File: src/rtl/lc3_chk_watchdog.sv
// PC-load watchdog: counts cycles without a kick, saturates at TIMEOUT and
// reports expiry once; another kick is needed before it can fire again.
module lc3_chk_watchdog #(
  parameter int TIMEOUT = 64
) (
  input  logic clk,
  input  logic rst,
  input  logic en,
  input  logic kick,
  output logic expire
);

  localparam int CW = $clog2(TIMEOUT + 1);

  logic [CW-1:0] cnt_reg;
  logic          armed_reg;

  assign expire = en && armed_reg && !kick && (cnt_reg == CW'(TIMEOUT));

  always_ff @(posedge clk or posedge rst) begin
    if (rst) begin
      cnt_reg   <= '0;
      armed_reg <= 1'b1;
    end else if (en) begin
      if (kick) begin
        cnt_reg   <= '0;
        armed_reg <= 1'b1;
      end else begin
        if (cnt_reg != CW'(TIMEOUT)) cnt_reg <= cnt_reg + CW'(1);
        if (expire) armed_reg <= 1'b0;
      end
    end
  end

endmodule

File: config.mk
export PLATFORM = sky130hd
export DESIGN_NAME = lc3_chk_watchdog
export DESIGN_NICKNAME = d
export VERILOG_FILES = /design/src/rtl/lc3_chk_watchdog.sv
export SDC_FILE = /design/constraint.sdc
export NUM_CORES = 1
export LEC_CHECK = 0
export CORE_AREA = 5 5 42 44
export DETAILED_ROUTE_END_ITERATION = 7
export DIE_AREA = 0 0 47 49
export GPL_TIMING_DRIVEN = 0
export HOLD_SLACK_MARGIN = 0.02
export PLACE_DENSITY = 0.58
export SLEW_MARGIN = 20
export SYNTH_ARGS = -nofsm -noshare
export SYNTH_HDL_FRONTEND = slang
export SYNTH_SLANG_ARGS = --single-unit
export TNS_END_PERCENT = 100
File: constraint.sdc
create_clock -name clk -period 3.52 [get_ports clk]
set_input_delay 0.352 -clock clk [delete_from_list [all_inputs] [get_ports clk]]
set_output_delay 0.352 -clock clk [all_outputs]
set_load 0.1 [all_outputs]
**Yosys cells after proc, flatten, opt, wreduce, memory -nomap -nowiden**

Index checks and enable logic that the tools add are counted.

- Register bits: 8
- Bits in latches: 0
- Bits in writable memories: 0
- Bits in read-only memories: 0
- Output and inout bits: 1
- Logic and storage cells: 17
- Memories kept: 0

- Add/subtract/negate cells: 1
- Multiply operators: 0
- Div/mod/pow operators: 0
- $lt $le $gt $ge: 0
- Equal/unequal tests: 2
- Shift-type cells: 0
- Mux-type cells: 4
- Bitwise logic cells: 0
- Reductions and logical operators: 8

Operators with widths:

| cell | count |
|---|---|
| $mux 7 | 2 |
| $add 7x1->7 const B | 1 |
| $eq 7x7->1 const B | 1 |
| $ne 7x7->1 const B | 1 |
| $reduce_and 2->1 | 2 |
| $reduce_bool 2->1 | 2 |
| $logic_and 1x1->1 | 3 |
| $mux 1 | 2 |
| $logic_not 1->1 | 1 |

**Depth between registers and ports, before layout**

- Depth after elaboration: 5
- Mapped depth: 5

**Least setup slack after synthesis**

Ideal clock, no wire load.

- Path kind: reg-to-output
- From: register cnt_reg[3]
- To: output expire
- Arrival time: 3,251 ps
- Setup slack: -83 ps
- Stages on the path, launching flop included: 4
- Buffers on the path: 0
- Cells stage by stage: dfrtp_1 -> or4_4 -> or2_4 -> nor3_1

- Cells in the longest elaborated chain, start to end: 2

RTL lines:

| what | line | text |
|---|---|---|
| start, declared | 15 | `logic [CW-1:0] cnt_reg;` |
| start signal, assigned | 29 | `if (cnt_reg != CW'(TIMEOUT)) cnt_reg <= cnt_reg + CW'(1);` |
| $eq 7x7->1 | 18 | `assign expire = en && armed_reg && !kick && (cnt_reg == CW'(TIMEOUT));` |
| $logic_and 1x1->1 | 18 |  |
| end, declared | 10 | `output logic expire` |

Every way passes these cells.

**Final worst setup path**

Ends and elaborated chain as after synthesis.

==> qor.yml <==
run_status:
  outcome: "complete, no violations"
cts:
  tritoncts: "built"
  cts_made_buffers: 3
  cts-resized-gates: 0
  path_clk_slew_ns: 0.06
  post-cts-setup-buffer-count: 0
  cts_sinks: 8
  clockBufferDepth: 2
  clk_latency_ns: 0.26
  cts-root-buf: "clkbuf_4"
  cts_max_level: 1
  cts_hold_buffers: 0
sta:
  worstMarginPinSlew_ns: 0.967
  maxSlewHeadroom_pct: 35.4
  rsz0062_at_grt: "no"
  finalCritPeriodShare_pct: 89.3
  fin_tns_setup_ns: 0
  slew_violations: 0
  period_needed_ns: 3.14
  fmax_ghz: 0.318
  fin_hold_ws_ns: 0.331
  hold_violations: 0
  setup_viol: 0
  finClkSkew_ns: 0.00175
synthesis:
  synth_xor_area_share_pct: 0
  syn_area_sq_um: 450
  yosysMostFrequentCell: "dfrtp_1"
  syn_area_per_cell_sq_um: 9.38
  yosys_register_bits: 8
  synth_area_leaders: "dfrtp_1 39%, dfstp_2 5.8%, ha_1 5.6%"
  synth-async-reset-ratio_pct: 100
  yosys.area.top_type_share_pct: 38.9
  seq_area_frac_synth_pct: 44.7
  synthMuxAreaShare_pct: 0
  syn_inst: 48
  synth_cell_type_count: 22
  synth-main-ff-cell: "dfrtp_1"
  yosys_warnings: 0
  synth_fa_ha_area_share_pct: 5.56
  synthSimpleGateAreaFrac_pct: 21.9
  synth_area_leader_cell: "dfrtp_1"
  syn-num-nets: 54
  ys_top_cells_by_count: "7 x dfrtp_1, 5 x inv_1, 5 x nand2_1, 5 x o21ai_0"
  synth_compound_area_share_pct: 23.6
  synth_top_family_by_area: "compound AO/OA/AOI/OAI gates"
  synth-edff-count: 0
worst_hold_path:
  hold_class: "in2async"
final_layout:
  nets: 63
  syn2layout_area_growth_pct: 20.3
  largest_register_ffs: 7
  drive_above_1_share_pct: 16.1
  antenna_cells: 0
  nFillCells: 152
power_and_ir_drop:
  cellLeakagePower_uw: 0.000237
  ir_drop_mv: 0.127
  cellPowerDensity_nw_per_um2: 385
worst_setup_path:
  critPathMaxFanout: 6
  start_kind: "flip-flop"
  cp-end-kind: "primary output"
  reg2reg_depth: 3
  cp.required_ns: 3.17
  crit_type: "reg2out"
  arrival_ns: 2.79
global_route:
  grt_pass1_vias: 384
  gr-total-overflow: 0
  grtUsageTotal_pct: 10.3
  grt_pass1_wl_microns: 1660
  grt_max_degree: 9
  antenna_found_initial: 0
route:
  wl_met1_microns: 453
  wire_per_inst_microns: 13.4
  wl_met2_microns: 455
  routed_via_density: 5.42
  dr_wl_met3_microns: 28
  first_iter_violations: 5
  ant_nets: 0
  wl_microns: 967
  drc_errors: 0
  vias: 390
  top_layer_used: "met4"
  drt_pre_antenna_iters: 2
floorplanning:
  dieArea_sq_um: 2300
  design.core.area_sq_um: 1400
  row_count: 14
  initial_core_util_pct: 32.1
  die_h_microns: 49
  die_w_microns: 47
  pin_count: 5
place:
  place_hpwl_microns: 701
  portBuffers: 4
  place.gp.congestion: 0.760
run:
  drv_cap: 0
[metrics by stage]
stage | instances | total power [uW] | utilization [%] | setup WS (ns) | instance area (sq um)
global placement | 68 | 130 | 36.8 | 0.629 | 515
global route | 72 | 222 | 38.7 | 0.325 | 542
detailed placement | 68 | 130 | 36.8 | 0.633 | 515
floorplan | 48 | 120 | - | 0.784 | 455
finish | 72 | 208 | 38.7 | 0.375 | 542
CTS | 72 | 210 | 38.7 | 0.376 | 542
[worst max-delay path: stages (launching register included)]
cell and delay, ns:
dfrtp_1 0.43, or4_4 0.58, or2_4 0.28, nor3_2 0.09, clkdlybuf4s50_1 1.15
[area by class of cell]
| type | count | area [sq um] | share of cell area, % |
|---|---|---|---|
| Clock buffer | 4 | 26.3 | 4.85 |
| Inverter | 5 | 18.8 | 3.46 |
| Multi-Input combinational cell | 35 | 235 | 43.4 |
| Sequential cell | 8 | 201 | 37.2 |
| Tap cell | 16 | 20.0 | 3.70 |
| Timing Repair Buffer | 4 | 40.0 | 7.39 |
[metal layers]
layer  GRT usage [%]  up-vias
met4            6.91        0
met2            15.4        6
met5               0        -
met3            2.21        5
li1                -      196
met1            12.6      183
[worst paths after layout]
kind / from / end / slack, ns
max: cnt_reg[3] / expire / 0.38
min: rst / cnt_reg[5] / 0.33
max reg2reg: cnt_reg[3] / cnt_reg[1] / 1.87
min reg2reg: armed_reg / armed_reg / 0.52
max in group asynchronous: rst / armed_reg / 2.91
min in group clk: armed_reg / armed_reg / 0.52
[layout by cell type, fill, tap and decap left out, types with 2 or more instances in the layout]
| cell | instances |
|---|---|
| dfrtp_1 | 7 |
| a31oi_1 | 2 |
| o31ai_1 | 3 |
| nand2_1 | 5 |
| nor2_1 | 3 |
| ha_1 | 2 |
| clkbuf_4 | 3 |
| clkdlybuf4s50_1 | 4 |
| o21ai_0 | 5 |
| nand3_1 | 2 |
| inv_1 | 5 |
[logic make-up (layout without fill, tap and decap cells)]
logic type,count (synthesis),in the layout
AND/OR/NAND/NOR,18,18
AO/OA/AOI/OAI,15,15
flip-flops,8,8
buffers and inverters,5,13
adder cells (fa/ha/maj),2,2
[power breakdown]
group          internal, uW  switching [uW]
clock                  43.7            36.4
sequential             96.3            6.49
combinational          12.1            13.4
Note: power is estimated with default switching activity, not from simulation.
==> edit 1, RTL diff (same settings) <==
Compare `cnt_reg` against `CW'(TIMEOUT)` with >= in place of ==.
--- a/src/rtl/lc3_chk_watchdog.sv
+++ b/src/rtl/lc3_chk_watchdog.sv
@@ -17,3 +17,3 @@
 
-  assign expire = en && armed_reg && !kick && (cnt_reg == CW'(TIMEOUT));
+  assign expire = en && armed_reg && !kick && (cnt_reg >= CW'(TIMEOUT));
 
Function: no difference found for any inputs over 10 cycles, from zero or initial values and one cycle with rst high; that may be too few to reach the edited logic, so the function may still have changed.
==> edit 1 against the original RTL <==
Clock skew increased by 0.0013 ns. Sequential share of layout area decreased by 3.0 points. Critical path depth stayed put. Worst setup slack better by 0.52 ns. Via count down 2.6%. Synthesized area increased by 14%. Non-clock buffer count is the same. Sequential cell count did not move. Design area is 8.8% higher. Wire length decreased by 5.5%. Critical path type is now input pin to primary output.
Power is not compared: it rests on default switching activity, and its combinational part moved more than twofold at a synthesized area within 25%.
==> edit 1: results (changes against the original RTL) <==
post-place-cells: 69  # was 68
multi_input_area_um2: 282  # was 235 um2
clockNetworkAreaShare_pct: 4.46  # was 4.85%
synth_commonest_cells: "7 x dfrtp_1, 5 x inv_1, 5 x nand2_1"  # was 7 x dfrtp_1, 5 x inv_1, 5 x nand2_1, 5 x o21ai_0
viasPerCell: 5.21  # was 5.42
seq_share_pct: 34.2  # was 37.2%
synthDistinctLibCells: 24  # was 22
yosys-top-cells-area: "dfrtp_1 34%, dfstp_2 5.1%, ha_1 4.9%"  # was dfrtp_1 39%, dfstp_2 5.8%, ha_1 5.6%
dp_hpwl_um: 688  # was 701 um
port_buffers: 3  # was 4
synth_nets: 56  # was 54
crit_path_max_incr_delay_ns: 1.13  # was 1.15 ns
critPathKind: "input pin to primary output"  # was flip-flop to primary output
gp_congestion: 0.711  # was 0.760
nonClkBufAreaFrac_pct: 7.01  # was 7.39%
synth-seq-area-share_pct: 39.3  # was 44.7%
grt_first_pass_wirelength_um: 1660  # about the same
final_cells: 73  # was 72
clock_skew_ns: 0.00308  # was 0.00175 ns
syn_inst: 50  # was 48
crit_fanout: 5  # was 6
fill_cells: 137  # was 152
dr.pass1.iters: 4  # was 2
grt_max_degree: 11  # was 9
placed_area_um2: 563  # was 515 um2
routed_wire_length_per_instance_um: 12.5  # was 13.4 um
drt-initial-drc-count: 9  # was 5
startpoint: "en"  # was cnt_reg[3]$_DFFE_PP0P_
status: "finished clean"  # unchanged
worst_ep_arrival_time_ns: 2.27  # was 2.79 ns
nets: 64  # was 63
edit 1: layer usage:
metal	share of wire, %	vias to the layer above	track usage, %	wire length (um)
met3	3.9	2	5.54	36
met4	1.3	0	4.15	12
met1	50	176	13.3	458
li1	-	197	-	-
met5	0	-	0	0
met2	45	5	13.6	408
edit 1: worst paths after layout:
check | to | slack, ns | cells past startpoint
worst max-delay path | expire | 0.89 | 4
worst min register to register | armed_reg$_DFFE_PP1P_ | 0.56 | 1
worst max register to register | cnt_reg[0]$_DFFE_PP0P_ | 1.97 | 5
min in group clk | armed_reg$_DFFE_PP1P_ | 0.38 | 2
worst min-delay path | cnt_reg[2]$_DFFE_PP0P_ | 0.35 | 2
max in group asynchronous | armed_reg$_DFFE_PP1P_ | 2.88 | 2
edit 1: cells by family after synthesis:
family | share of synthesized area (%)
simple gates | 24.6
compound gates | 20.5
flops | 39.3
buf+inv | 5.85
mux | 4.88
fa+ha+maj | 4.88
==> edit 2, RTL diff (config.mk and constraints unchanged) <==
Made on the original files. Change the parameter `TIMEOUT` from 64 to 32.
--- a/src/rtl/lc3_chk_watchdog.sv
+++ b/src/rtl/lc3_chk_watchdog.sv
@@ -3,3 +3,3 @@
 module lc3_chk_watchdog #(
-  parameter int TIMEOUT = 64
+  parameter int TIMEOUT = 32
 ) (
Formal check against the unedited RTL: same outputs for any inputs over 10 cycles, from zero or initial values and one cycle with rst high; that may be too few to reach the edited logic, so the function may still have changed.
==> edit 2 against the original RTL <==
Total power is 12% higher. Largest cell class unchanged. Sequential cell count shrank 1. Combinational power is 93% higher. Die area unchanged. Count of clock-buffer cells in the layout is the same. Critical path depth rose by 2. Highest routed layer unchanged. Wire length shrank 16%. Worst setup slack better by 0.25 ns. Design area down 8.8%. Synthesized area down 9.4%.
==> edit 2: results (changes against the original RTL) <==
status: "finished clean"  # unchanged
yosys-top-cells-area: "dfrtp_1 37%, dfstp_2 6.4%, ha_1 6.1%"  # was dfrtp_1 39%, dfstp_2 5.8%, ha_1 5.6%
antenna_found_initial: 0  # unchanged
crit_fanout: 6  # unchanged
grt_max_degree: 8  # was 9
synth_commonest_cells: "6 x dfrtp_1, 5 x inv_1, 4 x nand2_1, 4 x nand3_1"  # was 7 x dfrtp_1, 5 x inv_1, 5 x nand2_1, 5 x o21ai_0
grtUsageTotal_pct: 8.59  # was 10.3%
dp_hpwl_um: 616  # was 701 um
hold_path.class: "input pin to asynchronous set/reset pin"  # unchanged
port_buffers: 4  # unchanged
viasPerCell: 5.18  # was 5.42
nets: 58  # was 63
worst_ep_arrival_time_ns: 2.54  # was 2.79 ns
max-vdd-ir-drop_mv: 0.263  # was 0.127 mV
clock_path_buffers: 2  # unchanged
gp_congestion: 0.720  # was 0.760
cts_setup_buffers: 0  # unchanged
fill_cells: 148  # was 152
grt_first_pass_wirelength_um: 1410  # was 1660 um
root_buffer: "clkbuf_4"  # unchanged
numCtsBuffers: 3  # unchanged
async_flop_share_pct: 100  # unchanged
preCtsSetupSlack_ns: 0.777  # was 0.633 ns
yosysWarnings: 0  # unchanged
post_cts_resized: 0  # unchanged
drt-initial-drc-count: 8  # was 5
routed_wl_um: 817  # was 967 um
p_leak_nw: 0.221  # was 0.237 nW
synth-seq-area-share_pct: 43.3  # was 44.7%
synthDistinctLibCells: 22  # unchanged
htreeDepth: 1  # unchanged
final_layout_size_suffix_gt1_share_pct: 15.7  # was 16.1%
relSlewSlack_pct: 35.2  # was 35.4%
grt_pass1_vias: 339  # was 384
path_clk_slew_ns: 0.06  # about the same
dr.pass1.iters: 4  # was 2
synth_nets: 49  # was 54
clock_skew_ns: 0.00851  # was 0.00175 ns
clk_latency_ns: 0.26  # about the same
largest_reg_flops: 6  # was 7
antennaDiodeCount: 0  # unchanged
[edit 2: changes by cell type after synthesis, sizes merged, moves of 2 or more]
| cell | delta |
|---|---|
| o21ai | -3 |
| nand3 | +2 |
| o31ai | -2 |
| and2b | +2 |
| nor2b | +2 |
[edit 2: through the flow]
stage	instances	hold slack, ns	util [%]	instance area (um2)
after global routing	67	0.352	35.3	494
after global placement	63	0.508	33.4	468
after detailed placement	63	0.527	33.4	468
after CTS	67	0.345	35.3	494
after floorplan	43	0.155	-	408
final	67	0.338	35.3	494
[edit 2: cell families after synthesis]
family / Yosys count / share of synthesized area, %
AND/OR/NAND/NOR: 18 / 24.2
AO/OA/AOI/OAI: 11 / 21.8
flip-flops: 7 / 43.3
adder cells (fa/ha/maj): 2 / 6.13
buffers and inverters: 5 / 4.60
[edit 2: critical path: stages, from the launching register on]
cell,delay (ns)
dfrtp_1,0.44
inv_1,0.08
ha_1,0.14
nor2b_1,0.21
nand2_1,0.14
nor2_1,0.13
clkdlybuf4s50_1,1.14
[edit 2: path summary, 6_finish.rpt]
path / start / slack (ns) / cells after the start / endpoint
setup / recovery: cnt_reg[0]$_DFFE_PP0P_ / 0.63 / 6 / expire
hold / removal: rst / 0.34 / 2 / cnt_reg[0]$_DFFE_PP0P_
setup reg to reg: cnt_reg[0]$_DFFE_PP0P_ / 2.09 / 5 / cnt_reg[0]$_DFFE_PP0P_
hold reg to reg: cnt_reg[3]$_DFFE_PP0P_ / 0.53 / 1 / cnt_reg[3]$_DFFE_PP0P_
max in group asynchronous: rst / 2.89 / 2 / armed_reg$_DFFE_PP1P_
min in group clk: cnt_reg[3]$_DFFE_PP0P_ / 0.53 / 1 / cnt_reg[3]$_DFFE_PP0P_
[edit 2: layout make-up]
cell class / instances / area, um2 / area share, %
timing repair buffer: 4 / 40.0 / 8.10
sequential: 7 / 176 / 35.7
clock buffer: 4 / 26.3 / 5.32
tap: 16 / 20.0 / 4.05
multi-input combinational: 31 / 213 / 43.0
inverter: 5 / 18.8 / 3.80
[edit 2: where the power goes]
| group | leakage, nW | switching, mW | internal [mW] |
|---|---|---|---|
| Sequential | 0.0916 | 0.0144 | 0.0942 |
| Clock | 0.0150 | 0.0315 | 0.0434 |
| Combinational | 0.115 | 0.0251 | 0.0240 |
[edit 2: metal layers]
layer,routed length [um],track usage (%)
met1,350,10.1
met2,384,12.4
met3,71,6.64
met4,10,1.38
met5,0,0
